===== src/rtl/div_unit_pkg.sv =====
`default_nettype none
// ============================================================================
// Module : div_unit_pkg
// Brief  : Shared bus widths, control constants and FSM encoding for div_unit.
// Rev    : 1.0
// ============================================================================
package div_unit_pkg;

    localparam int c_reg_width        = 32;
    localparam int c_double_reg_width = 64;

    localparam logic [c_reg_width-1:0] c_zero_word = '0;

    localparam logic c_rst_enable           = 1'b1;
    localparam logic c_div_result_ready     = 1'b1;
    localparam logic c_div_result_not_ready = 1'b0;
    localparam logic c_div_start            = 1'b1;
    localparam logic c_div_stop             = 1'b0;

    typedef enum logic [1:0] {
        DivFree   = 2'b00,
        DivByZero = 2'b01,
        DivOn     = 2'b10,
        DivEnd    = 2'b11
    } div_state_t;

endpackage
`default_nettype wire


===== src/rtl/div_unit_if.sv =====
`default_nettype none
// ============================================================================
// Module : div_unit_if
// Brief  : EX-stage <-> divider request/result bundle.
//          DIV_BYZERO_FLAG_EN adds the div_by_zero status bit.
// Rev    : 1.0
// ============================================================================
interface div_unit_if
    import div_unit_pkg::*;
#(
    parameter int WIDTH = c_reg_width
) ();

    logic               signed_div;
    logic [WIDTH-1:0]   opdata1;
    logic [WIDTH-1:0]   opdata2;
    logic               start;
    logic               annul;
    logic [2*WIDTH-1:0] result;
    logic               ready;
`ifdef DIV_BYZERO_FLAG_EN
    logic               div_by_zero;

    modport master (
        output signed_div, opdata1, opdata2, start, annul,
        input  result, ready, div_by_zero
    );

    modport slave (
        input  signed_div, opdata1, opdata2, start, annul,
        output result, ready, div_by_zero
    );
`else
    modport master (
        output signed_div, opdata1, opdata2, start, annul,
        input  result, ready
    );

    modport slave (
        input  signed_div, opdata1, opdata2, start, annul,
        output result, ready
    );
`endif

endinterface
`default_nettype wire


===== src/rtl/div_unit.sv =====
`default_nettype none
// ============================================================================
// Module : div_unit
// Brief  : Iterative radix-2 restoring divider for DIV/DIVU, one bit per cycle.
//          Optional macro DIV_BYZERO_FLAG_EN drives dif.div_by_zero.
// Rev    : 1.0
// ============================================================================
module div_unit
    import div_unit_pkg::*;
#(
    parameter int WIDTH = c_reg_width
) (
    input  wire logic   clk,
    input  wire logic   rst,
    div_unit_if.slave   dif
);

    localparam int                 CNT_W     = $clog2(WIDTH);
    localparam logic [CNT_W-1:0]   LAST_ITER = CNT_W'(WIDTH - 1);

    div_state_t         r_state,   w_state_next;
    logic [CNT_W-1:0]   r_counter, w_counter_next;
    logic [WIDTH-1:0]   r_rem,     w_rem_next;
    logic [WIDTH-1:0]   r_quot,    w_quot_next;
    logic [WIDTH-1:0]   r_divisor, w_divisor_next;
    logic               r_dvd_neg, w_dvd_neg_next;
    logic               r_dvs_neg, w_dvs_neg_next;
    logic [2*WIDTH-1:0] r_result,  w_result_next;
    logic               r_ready,   w_ready_next;

    // The shifted value is the 33-bit partial remainder; the quotient register
    // starts out holding the dividend and feeds its MSB in each step.
    logic [WIDTH:0]     w_shifted;
    logic               w_sub_ok;
    logic [WIDTH-1:0]   w_diff;
    logic [WIDTH-1:0]   w_rem_step;
    logic [WIDTH-1:0]   w_quot_step;
    logic [WIDTH-1:0]   w_quot_fix;
    logic [WIDTH-1:0]   w_rem_fix;

    assign w_shifted   = {r_rem, r_quot[WIDTH-1]};
    assign w_sub_ok    = (w_shifted >= {1'b0, r_divisor});
    assign w_diff      = w_shifted[WIDTH-1:0] - r_divisor;
    assign w_rem_step  = w_sub_ok ? w_diff : w_shifted[WIDTH-1:0];
    assign w_quot_step = {r_quot[WIDTH-2:0], w_sub_ok};
    assign w_quot_fix  = (r_dvd_neg ^ r_dvs_neg) ? -w_quot_step : w_quot_step;
    assign w_rem_fix   = r_dvd_neg ? -w_rem_step : w_rem_step;

    always_comb begin
        w_state_next   = r_state;
        w_counter_next = r_counter;
        w_rem_next     = r_rem;
        w_quot_next    = r_quot;
        w_divisor_next = r_divisor;
        w_dvd_neg_next = r_dvd_neg;
        w_dvs_neg_next = r_dvs_neg;
        w_result_next  = r_result;
        w_ready_next   = c_div_result_not_ready;

        case (r_state)
            DivFree: begin
                if (dif.start == c_div_start && !dif.annul) begin
                    w_dvd_neg_next = dif.signed_div & dif.opdata1[WIDTH-1];
                    w_dvs_neg_next = dif.signed_div & dif.opdata2[WIDTH-1];
                    w_quot_next    = w_dvd_neg_next ? -dif.opdata1 : dif.opdata1;
                    w_divisor_next = w_dvs_neg_next ? -dif.opdata2 : dif.opdata2;
                    w_counter_next = '0;
                    w_rem_next     = '0;
                    w_state_next   = (dif.opdata2 == '0) ? DivByZero : DivOn;
                end
            end
            DivByZero: begin
                if (dif.annul) begin
                    w_state_next = DivFree;
                end else begin
                    w_result_next = '0;
                    w_state_next  = DivEnd;
                end
            end
            DivOn: begin
                if (dif.annul) begin
                    w_state_next = DivFree;
                end else begin
                    w_rem_next     = w_rem_step;
                    w_quot_next    = w_quot_step;
                    w_counter_next = r_counter + CNT_W'(1);
                    if (r_counter == LAST_ITER) begin
                        w_result_next = {w_rem_fix, w_quot_fix};
                        w_state_next  = DivEnd;
                    end
                end
            end
            DivEnd: begin
                if (dif.annul || dif.start == c_div_stop) begin
                    w_state_next = DivFree;
                end else begin
                    w_ready_next = c_div_result_ready;
                end
            end
            default: w_state_next = DivFree;
        endcase
    end

    always_ff @(posedge clk) begin
        if (rst == c_rst_enable) begin
            r_state   <= DivFree;
            r_counter <= '0;
            r_rem     <= '0;
            r_quot    <= '0;
            r_divisor <= '0;
            r_dvd_neg <= 1'b0;
            r_dvs_neg <= 1'b0;
            r_result  <= '0;
            r_ready   <= c_div_result_not_ready;
        end else begin
            r_state   <= w_state_next;
            r_counter <= w_counter_next;
            r_rem     <= w_rem_next;
            r_quot    <= w_quot_next;
            r_divisor <= w_divisor_next;
            r_dvd_neg <= w_dvd_neg_next;
            r_dvs_neg <= w_dvs_neg_next;
            r_result  <= w_result_next;
            r_ready   <= w_ready_next;
        end
    end

    assign dif.result = r_result;
    assign dif.ready  = r_ready;

`ifdef DIV_BYZERO_FLAG_EN
    logic r_zero_path;
    logic r_div_by_zero;

    // The flag tracks ready exactly, qualified by how the operation was launched.
    always_ff @(posedge clk) begin
        if (rst == c_rst_enable) begin
            r_zero_path   <= 1'b0;
            r_div_by_zero <= 1'b0;
        end else begin
            if (r_state == DivFree) begin
                r_zero_path <= (w_state_next == DivByZero);
            end
            r_div_by_zero <= w_ready_next & r_zero_path;
        end
    end

    assign dif.div_by_zero = r_div_by_zero;
`endif

endmodule
`default_nettype wire


===== src/flat_wrapper.sv =====
// flat-port wrapper written by rule: the top's interface ports become plain ports
module div_unit_flat import div_unit_pkg::*;
#(
    parameter int WIDTH = c_reg_width
)
  (clk, rst, dif_signed_div, dif_opdata1, dif_opdata2, dif_start, dif_annul, dif_result, dif_ready);
  div_unit_if #(.WIDTH(WIDTH)) dif_i ();
  input  wire logic clk;
  input  wire logic rst;
  input wire logic [$bits(dif_i.signed_div)-1:0] dif_signed_div;
  input wire logic [$bits(dif_i.opdata1)-1:0] dif_opdata1;
  input wire logic [$bits(dif_i.opdata2)-1:0] dif_opdata2;
  input wire logic [$bits(dif_i.start)-1:0] dif_start;
  input wire logic [$bits(dif_i.annul)-1:0] dif_annul;
  output wire logic [$bits(dif_i.result)-1:0] dif_result;
  output wire logic [$bits(dif_i.ready)-1:0] dif_ready;
  assign dif_i.signed_div = dif_signed_div;
  assign dif_i.opdata1 = dif_opdata1;
  assign dif_i.opdata2 = dif_opdata2;
  assign dif_i.start = dif_start;
  assign dif_i.annul = dif_annul;
  assign dif_result = dif_i.result;
  assign dif_ready = dif_i.ready;
  div_unit #(.WIDTH(WIDTH)) u_core (.clk(clk), .rst(rst), .dif(dif_i));
endmodule

===== config.mk =====
export PLATFORM = sky130hd
export DESIGN_NAME = div_unit_flat
export DESIGN_NICKNAME = d
export VERILOG_FILES = /design/src/rtl/div_unit_pkg.sv /design/src/rtl/div_unit_if.sv /design/src/rtl/div_unit.sv /design/src/flat_wrapper.sv
export SDC_FILE = /design/constraint.sdc
export NUM_CORES = 1
export LEC_CHECK = 0
export ABC_AREA = 1
export ABC_CLOCK_PERIOD_IN_PS = 5840
export CORE_ASPECT_RATIO = 0.8
export CORE_UTILIZATION = 55
export DETAILED_ROUTE_END_ITERATION = 8
export GPL_TIMING_DRIVEN = 1
export PLACE_DENSITY = 0.85
export SLEW_MARGIN = 5
export SYNTH_ARGS = -nofsm -noshare
export SYNTH_HDL_FRONTEND = slang
export SYNTH_SLANG_ARGS = --single-unit

===== constraint.sdc =====
create_clock -name clk -period 5.84 [get_ports clk]
set_clock_uncertainty 0.05 [all_clocks]
set_input_delay 0.584 -clock clk [delete_from_list [all_inputs] [get_ports clk]]
set_output_delay 0.584 -clock clk [all_outputs]
set_load 0.02 [all_outputs]

==> impl_metrics.sql, run 1 <==
INSERT INTO impl_metrics (metric_group, metric, value, unit) VALUES
('logic_synthesis', 'synth_cells', '2015', ''),
('floorplan', 'dieHeight', '136', 'um'),
('critical_path', 'timing.critical_path.required', '6070', 'ps'),
('floorplan', 'die_w', '170', 'um'),
('floorplan', 'floorplan.die_area', '23200', 'sq um'),
('sta', 'relSlewSlack', '17.1', '%'),
('power', 'power.ir.vdd_worst', '0.000253', 'V'),
('run', 'drv.max_cap_violation_count', '0', ''),
('clock_network', 'post_cts_resize_count', '0', ''),
('sta', 'max_slew.worst_pin.slew', '1240', 'ps'),
('global_routing', 'grt_max_degree', '101', ''),
('layout', 'most_common_cell_after_layout_fill_and_taps_aside', 'sky130_fd_sc_hd__nand2_1', ''),
('global_routing', 'grt.total_usage', '39.3', '%'),
('routing', 'first_pass_iteration_count_of_the_detailed_router', '6', ''),
('critical_path', 'timing.critical_path.fanout_max', '49', ''),
('run_status', 'status', 'completed', ''),
('place', 'port_buffers', '133', ''),
('global_routing', 'grt_pass1_vias', '12576', ''),
('place', 'gp_congestion', '0.995', ''),
('logic_synthesis', 'synthesis.nets', '2127', ''),
('logic_synthesis', 'post_synth_and_or_nand_nor_area_fraction', '37.1', '%'),
('sta', 'setup_viol', '0', ''),
('sta', 'period_share', '85.9', '%'),
('clock_network', 'post-cts-setup-buffer-count', '0', ''),
('sta', 'finalSetupTns', '0', 'ps'),
('power', 'leakage_component_of_the_power', '6.44', 'nW'),
('critical_path', 'worst_path_largest_cell_delay', '580', 'ps'),
('layout', 'post_layout_nonfiller_instances', '2412', ''),
('routing', 'detailroute.via_count', '14069', ''),
('logic_synthesis', 'post_synth_mux_area_share', '0', '%'),
('clock_network', 'clkSlewWorstSetupHoldPaths', '80', 'ps'),
('logic_synthesis', 'synth_compound_area_share', '16.9', '%'),
('clock_network', 'sinks_on_the_clock_net', '170', ''),
('critical_path', 'startpoint_type', 'register', ''),
('place', 'dp_slack', '1140', 'ps'),
('critical_path', 'ff2ff_setup_slack', '830', 'ps'),
('global_routing', 'grt-ovfl-total', '0', ''),
('logic_synthesis', 'count_of_state_elements_after_synthesis', '170', ''),
('global_routing', 'antenna_found_initial', '0', ''),
('logic_synthesis', 'synthesis.area', '12400', 'sq um'),
('layout', 'final_nets', '2211', ''),
('logic_synthesis', 'synthAdderAreaFrac', '4.40', '%'),
('floorplan', 'effective_utilization_at_floorplan', '56.7', '%'),
('critical_path', 'critPathArrivalTime', '5250', 'ps'),
('critical_path', 'worst_setup_path_end_kind', 'register', ''),
('floorplan', 'placementRows', '48', ''),
('clock_network', 'cts_tree', 'built', ''),
('clock_network', 'cts.hold.buffers_added', '0', ''),
('clock_network', 'worstSkewPairLatency', '450', 'ps'),
('logic_synthesis', 'dominant_combinational_cell_family_by_area_after_synthesis', 'simple AND/OR/NAND/NOR gates', ''),
('power', 'pwr_density_cell', '422', 'nW/um^2'),
('routing', 'vias_per_cell', '5.83', ''),
('routing', 'routed_wl', '44.9', 'mm'),
('sta', 'hold_violations', '0', ''),
('sta', 'final_ws_setup', '825', 'ps'),
('logic_synthesis', 'number_of_distinct_library_cell_variants_in_the_gate_level_netlist_after_synthesis', '53', ''),
('place', 'dp_hpwl', '34.4', 'mm'),
('critical_path', 'critical_path.slowest_cell', 'sky130_fd_sc_hd__nor2_4', ''),
('routing', 'drt_drc_violations_left', '0', ''),
('sta', 'maxClockFrequency', '199', 'MHz'),
('layout', 'final_layout_size_suffix_gt1_share', '6.16', '%'),
('layout', 'num-fill-cells', '2045', ''),
('layout', 'area_growth', '16.5', '%'),
('routing', 'postRouteAntennaNets', '0', ''),
('logic_synthesis', 'post_synth.cell_area_avg', '6.16', 'sq um'),
('place', 'placed_cells_incl_taps', '2380', ''),
('layout', 'antenna-diode-count', '0', ''),
('sta', 'period_minus_slack', '5010', 'ps'),
('clock_network', 'cts-root-buf', 'sky130_fd_sc_hd__clkbuf_16', ''),
('clock_network', 'cts_inserted_buffers', '17', ''),
('critical_path', 'timing.setup.critical_path_class', 'register to register', '');
stage by stage:
step	hold WS [ps]	cell area [sq um]
after global routing	432	14400
after global placement	403	13900
final	416	14400
after CTS	414	14400
after detailed placement	405	13900
after floorplan	394	12400
critical path: cells and delay by family (launching register included):
family | cells | cell delay, ps
flip-flops | 1 | 340
AND/OR/NAND/NOR | 17 | 3190
buffers and inverters | 5 | 500
AO/OA/AOI/OAI | 2 | 220
adder cells (fa/ha/maj) | 2 | 520
kinds of logic after synthesis:
family,after synthesis
simple gates,1045
compound gates,376
buf+inv,328
flops,170
xor+xnor,53
fa+ha+maj,43
cell usage after synthesis (all sizes together):
| cell | number | area [sq um] |
|---|---|---|
| inv | 251 | 942 |
| nand2 | 597 | 2330 |
| o21bai | 4 | 30.0 |
| clkbuf | 60 | 225 |
| o41ai | 1 | 8.76 |
| clkinv | 1 | 3.75 |
| nand3 | 154 | 838 |
| o221ai | 3 | 26.3 |
| o21a | 2 | 15.0 |
| o31ai | 1 | 7.51 |
| a221oi | 2 | 17.5 |
| fa | 1 | 20.0 |
| nand4 | 31 | 194 |
| nand2b | 1 | 6.26 |
| nor3 | 31 | 191 |
| xor2 | 43 | 377 |
| nor4 | 9 | 56.3 |
| a21oi | 183 | 942 |
| o211ai | 9 | 67.6 |
| and2 | 3 | 18.8 |
| or2 | 15 | 93.8 |
| dfxtp | 170 | 3400 |
| a21boi | 1 | 7.51 |
| a31oi | 31 | 194 |
| buf | 16 | 121 |
| o21ai | 117 | 627 |
| a31o | 1 | 8.76 |
| a22oi | 1 | 7.51 |
| o22ai | 15 | 93.8 |
| a21o | 5 | 37.5 |
| xnor2 | 10 | 87.6 |
| nor2 | 189 | 767 |
| nand3b | 15 | 113 |
| ha | 42 | 526 |
where the power goes:
part           internal, mW  switching, mW
Sequential             1.26         0.0956
Combinational          1.05           2.53
Clock                 0.584          0.588
state kept, by name, indices dropped and copies added (netlist names):
register           flops
u_core.dif.result     64
u_core.r_divisor      32
u_core.r_quot         32
u_core.r_rem          32
u_core.r_counter       5
u_core.r_state         2
u_core.dif.ready       1
u_core.r_dvd_neg       1
u_core.r_dvs_neg       1
final cells by class:
| class | instances | area, sq um | share of cell area (%) |
|---|---|---|---|
| flip-flops and latches | 170 | 3400 | 23.6 |
| clock inverters | 14 | 144 | 0.996 |
| multi-input cells | 1517 | 7750 | 53.6 |
| inverters | 252 | 946 | 6.55 |
| repair buffers | 141 | 1390 | 9.61 |
| clock buffers | 18 | 439 | 3.04 |
| well taps | 300 | 375 | 2.60 |
worst paths after layout:
kind	startpoint	to	depth (start not counted)
hold / removal	u_core.dif.result[4]$_SDFFE_PP0P_	u_core.dif.result[4]$_SDFFE_PP0P_	2
setup / recovery	u_core.r_divisor[18]$_SDFFE_PP0P_	u_core.dif.result[24]$_SDFFE_PP0P_	26
hold reg to reg	u_core.dif.result[4]$_SDFFE_PP0P_	u_core.dif.result[4]$_SDFFE_PP0P_	2
setup reg to reg	u_core.r_divisor[18]$_SDFFE_PP0P_	u_core.dif.result[24]$_SDFFE_PP0P_	26
routing by layer:
layer,up-vias,global-route usage (%),routed length (um)
met1,6484,57.3,20500
met4,0,10.7,1100
li1,6734,-,-
met3,87,11.3,5580
met2,764,55.7,17700
met5,-,0,0
No activity file was read; power rests on OpenSTA's default activity.
==> inputs of run 2 (changes only) <==
--- a/config.mk
+++ b/config.mk
@@ -12,7 +12,7 @@
 export DETAILED_ROUTE_END_ITERATION = 8
 export GPL_TIMING_DRIVEN = 1
 export PLACE_DENSITY = 0.85
-export SLEW_MARGIN = 5
+export SLEW_MARGIN = 25
 export SYNTH_ARGS = -nofsm -noshare
 export SYNTH_HDL_FRONTEND = slang
 export SYNTH_SLANG_ARGS = --single-unit
==> run 2 against run 1 <==
- design area unchanged
- non-clock buffer count unchanged
- largest cell class unchanged
- critical path depth unchanged
- setup slack improved by 33 ps
- largest power group unchanged
- worst hold slack got worse by 1.4 ps
- sequential power about the same
- core utilization unchanged
- final cell count unchanged
- register-to-register slack improved by 30 ps
==> impl_metrics.sql, run 2 (synthesis results as in run 1) <==
INSERT INTO impl_metrics (metric_group, metric, value, unit) VALUES
('clock_network', 'clockBufferDepth', '2', ''),
('sta', 'slew_viol_final', '0', ''),
('floorplan', 'floorplan.die_area', '23200', 'sq um'),
('layout', 'multi_input_comb_area', '7750', 'sq um'),
('power', 'cell_internal_pwr', '2.89', 'mW'),
('sta', 'period_share', '85.3', '%'),
('routing', 'detail_route.iter0.violations', '1953', ''),
('routing', 'drt_drc_violations_left', '0', ''),
('critical_path', 'ff2ff_setup_slack', '860', 'ps'),
('critical_path', 'timing.critical_path.required', '6080', 'ps'),
('place', 'gp_congestion', '0.995', ''),
('layout', 'final_layout_size_suffix_gt1_share', '6.20', '%'),
('clock_network', 'cts.hold.buffers_added', '0', ''),
('run', 'drv.max_cap_violation_count', '0', ''),
('power', 'power.share.switching', '52.5', '%'),
('layout', 'sequential_cell_area', '3400', 'sq um'),
('clock_network', 'cts_inserted_buffers', '17', ''),
('global_routing', 'grt_max_degree', '101', ''),
('power', 'leakage_component_of_the_power', '6.44', 'nW'),
('clock_network', 'worstSkewPairLatency', '450', 'ps'),
('place', 'port_buffers', '133', ''),
('place', 'dp_hpwl', '34.4', 'mm'),
('routing', 'postRouteAntennaNets', '0', ''),
('critical_path', 'timing.setup.critical_path_class', 'register to register', ''),
('global_routing', 'first_pass_grt_wire_length', '69.4', 'mm'),
('power', 'power.ir.vdd_worst', '0.000254', 'V'),
('clock_network', 'cts_tree', 'built', ''),
('routing', 'detail_route.wl_per_cell', '18.6', 'um'),
('routing', 'detailroute.via_count', '14041', ''),
('floorplan', 'die_w', '170', 'um'),
('layout', 'most_common_cell_after_layout_fill_and_taps_aside', 'sky130_fd_sc_hd__nand2_1', ''),
('layout', 'area_growth', '16.5', '%'),
('sta', 'hold_violations', '0', ''),
('layout', 'antenna-diode-count', '0', ''),
('floorplan', 'placementRows', '48', ''),
('global_routing', 'grt.total_usage', '39.3', '%'),
('clock_network', 'cts-root-buf', 'sky130_fd_sc_hd__clkbuf_16', ''),
('global_routing', 'grt-ovfl-total', '0', ''),
('floorplan', 'top_level_ports', '134', ''),
('power', 'pwr_density_cell', '422', 'nW/um^2'),
('power', 'netSwitchingPower', '3.20', 'mW'),
('power', 'part_of_the_power_in_combinational_logic', '58.6', '%'),
('layout', 'num-fill-cells', '2045', ''),
('global_routing', 'grt_pass1_vias', '12576', ''),
('layout', 'final_nets', '2211', ''),
('critical_path', 'critPathArrivalTime', '5220', 'ps'),
('clock_network', 'clkSlewWorstSetupHoldPaths', '80', 'ps'),
('sta', 'finalSetupTns', '0', 'ps'),
('global_routing', 'antenna_found_initial', '0', ''),
('worst_hold_path', 'class_of_the_most_critical_hold_timing_path', 'register to register', ''),
('power', 'finalPower', '6.09', 'mW'),
('sta', 'relSlewSlack', '27.6', '%'),
('critical_path', 'timing.critical_path.fanout_max', '49', ''),
('power', 'part_of_the_total_power_dissipated_in_the_clock_network', '19.3', '%'),
('routing', 'first_pass_iteration_count_of_the_detailed_router', '7', ''),
('sta', 'period_minus_slack', '4980', 'ps'),
('critical_path', 'worst_setup_path_end_kind', 'register', ''),
('routing', 'vias_per_cell', '5.82', ''),
('run_status', 'status', 'completed', ''),
('clock_network', 'post_cts_resize_count', '0', ''),
('clock_network', 'sinks_on_the_clock_net', '170', ''),
('floorplan', 'effective_utilization_at_floorplan', '56.7', '%'),
('power', 'power.sequential.fraction', '22.2', '%'),
('routing', 'routed_wl', '44.8', 'mm'),
('layout', 'final_cell_mix', 'sky130_fd_sc_hd__nand2_1 (573), sky130_fd_sc_hd__inv_1 (247), sky130_fd_sc_hd__a21oi_1 (178)', ''),
('clock_network', 'htree_num_levels', '4', ''),
('floorplan', 'dieHeight', '136', 'um'),
('critical_path', 'startpoint_type', 'register', ''),
('floorplan', 'standard_cell_core_area', '21900', 'sq um'),
('sta', 'maxClockFrequency', '201', 'MHz'),
('layout', 'number_of_flip_flops_in_the_largest_register', '64', ''),
('sta', 'grt_setup_unrepaired', 'false', ''),
('clock_network', 'post-cts-setup-buffer-count', '0', ''),
('sta', 'max_slew.worst_pin.slew', '1090', 'ps'),
('sta', 'setup_viol', '0', '');
-- run 2: cell type report --
cell class                      count  area share (%)
Clock inverter                     14           0.996
Tap cell                          300            2.60
Inverter                          252            6.55
Clock buffer                       18            3.04
Sequential cell                   170            23.6
Multi-Input combinational cell   1517            53.6
Timing Repair Buffer              141            9.61
-- run 2: power groups by stage --
stage	sequential [mW]	combinational [mW]	clock, mW
after floorplan	1.34	2.60	0
after global placement	1.37	3.40	0
after detailed placement	1.37	3.43	0
after CTS	1.34	3.46	1.17
after global routing	1.36	3.93	1.21
final	1.35	3.57	1.17
-- run 2: final timing paths --
kind         depth (start not counted)                         startpoint                                 end
max reg2reg                         26  u_core.r_divisor[18]$_SDFFE_PP0P_  u_core.dif.result[24]$_SDFFE_PP0P_
min reg2reg                          2  u_core.dif.result[4]$_SDFFE_PP0P_   u_core.dif.result[4]$_SDFFE_PP0P_
min                                  2  u_core.dif.result[4]$_SDFFE_PP0P_   u_core.dif.result[4]$_SDFFE_PP0P_
max                                 26  u_core.r_divisor[18]$_SDFFE_PP0P_  u_core.dif.result[24]$_SDFFE_PP0P_
-- run 2: worst max-delay path: stages (launching register included) --
cell                       delay, ps
sky130_fd_sc_hd__dfxtp_1         340
sky130_fd_sc_hd__inv_1            50
sky130_fd_sc_hd__ha_1            350
sky130_fd_sc_hd__nand2_1         220
sky130_fd_sc_hd__nor2_2           80
sky130_fd_sc_hd__nand2_2          90
sky130_fd_sc_hd__nor2_2           50
sky130_fd_sc_hd__nand3b_1        100
sky130_fd_sc_hd__nand2_2          70
sky130_fd_sc_hd__nor2_4          570
sky130_fd_sc_hd__nand2_8         340
sky130_fd_sc_hd__inv_1           150
sky130_fd_sc_hd__ha_1            170
sky130_fd_sc_hd__inv_1            60
sky130_fd_sc_hd__nor3_1          230
sky130_fd_sc_hd__inv_1           120
sky130_fd_sc_hd__nor3_2          170
sky130_fd_sc_hd__nand4_1         130
sky130_fd_sc_hd__inv_1           110
sky130_fd_sc_hd__nand2_1          70
sky130_fd_sc_hd__nor3_1          210
sky130_fd_sc_hd__nand2_1         110
sky130_fd_sc_hd__nor4_1          410
sky130_fd_sc_hd__a21oi_1         150
sky130_fd_sc_hd__or2_0           230
sky130_fd_sc_hd__nand3_1          70
sky130_fd_sc_hd__a21oi_1          60
-- run 2: per-stage QoR --
| step | instances | hold slack (ps) | setup slack (ps) | area [sq um] | util [%] |
|---|---|---|---|---|---|
| after detailed placement | 2380 | 405 | 1140 | 13900 | 63.4 |
| after global placement | 2380 | 403 | 1280 | 13900 | 63.4 |
| after floorplan | 2015 | 394 | 2170 | 12400 | - |
| after CTS | 2412 | 414 | 1010 | 14400 | 66.1 |
| final | 2412 | 414 | 859 | 14400 | 66.1 |
| after global routing | 2412 | 432 | 374 | 14400 | 66.1 |
-- run 2: metal layers --
| metal | GRT usage [%] | share of wire [%] |
|---|---|---|
| met1 | 57.3 | 45 |
| met2 | 55.7 | 40 |
| met4 | 10.7 | 2.4 |
| met3 | 11.3 | 13 |
| met5 | 0 | 0 |
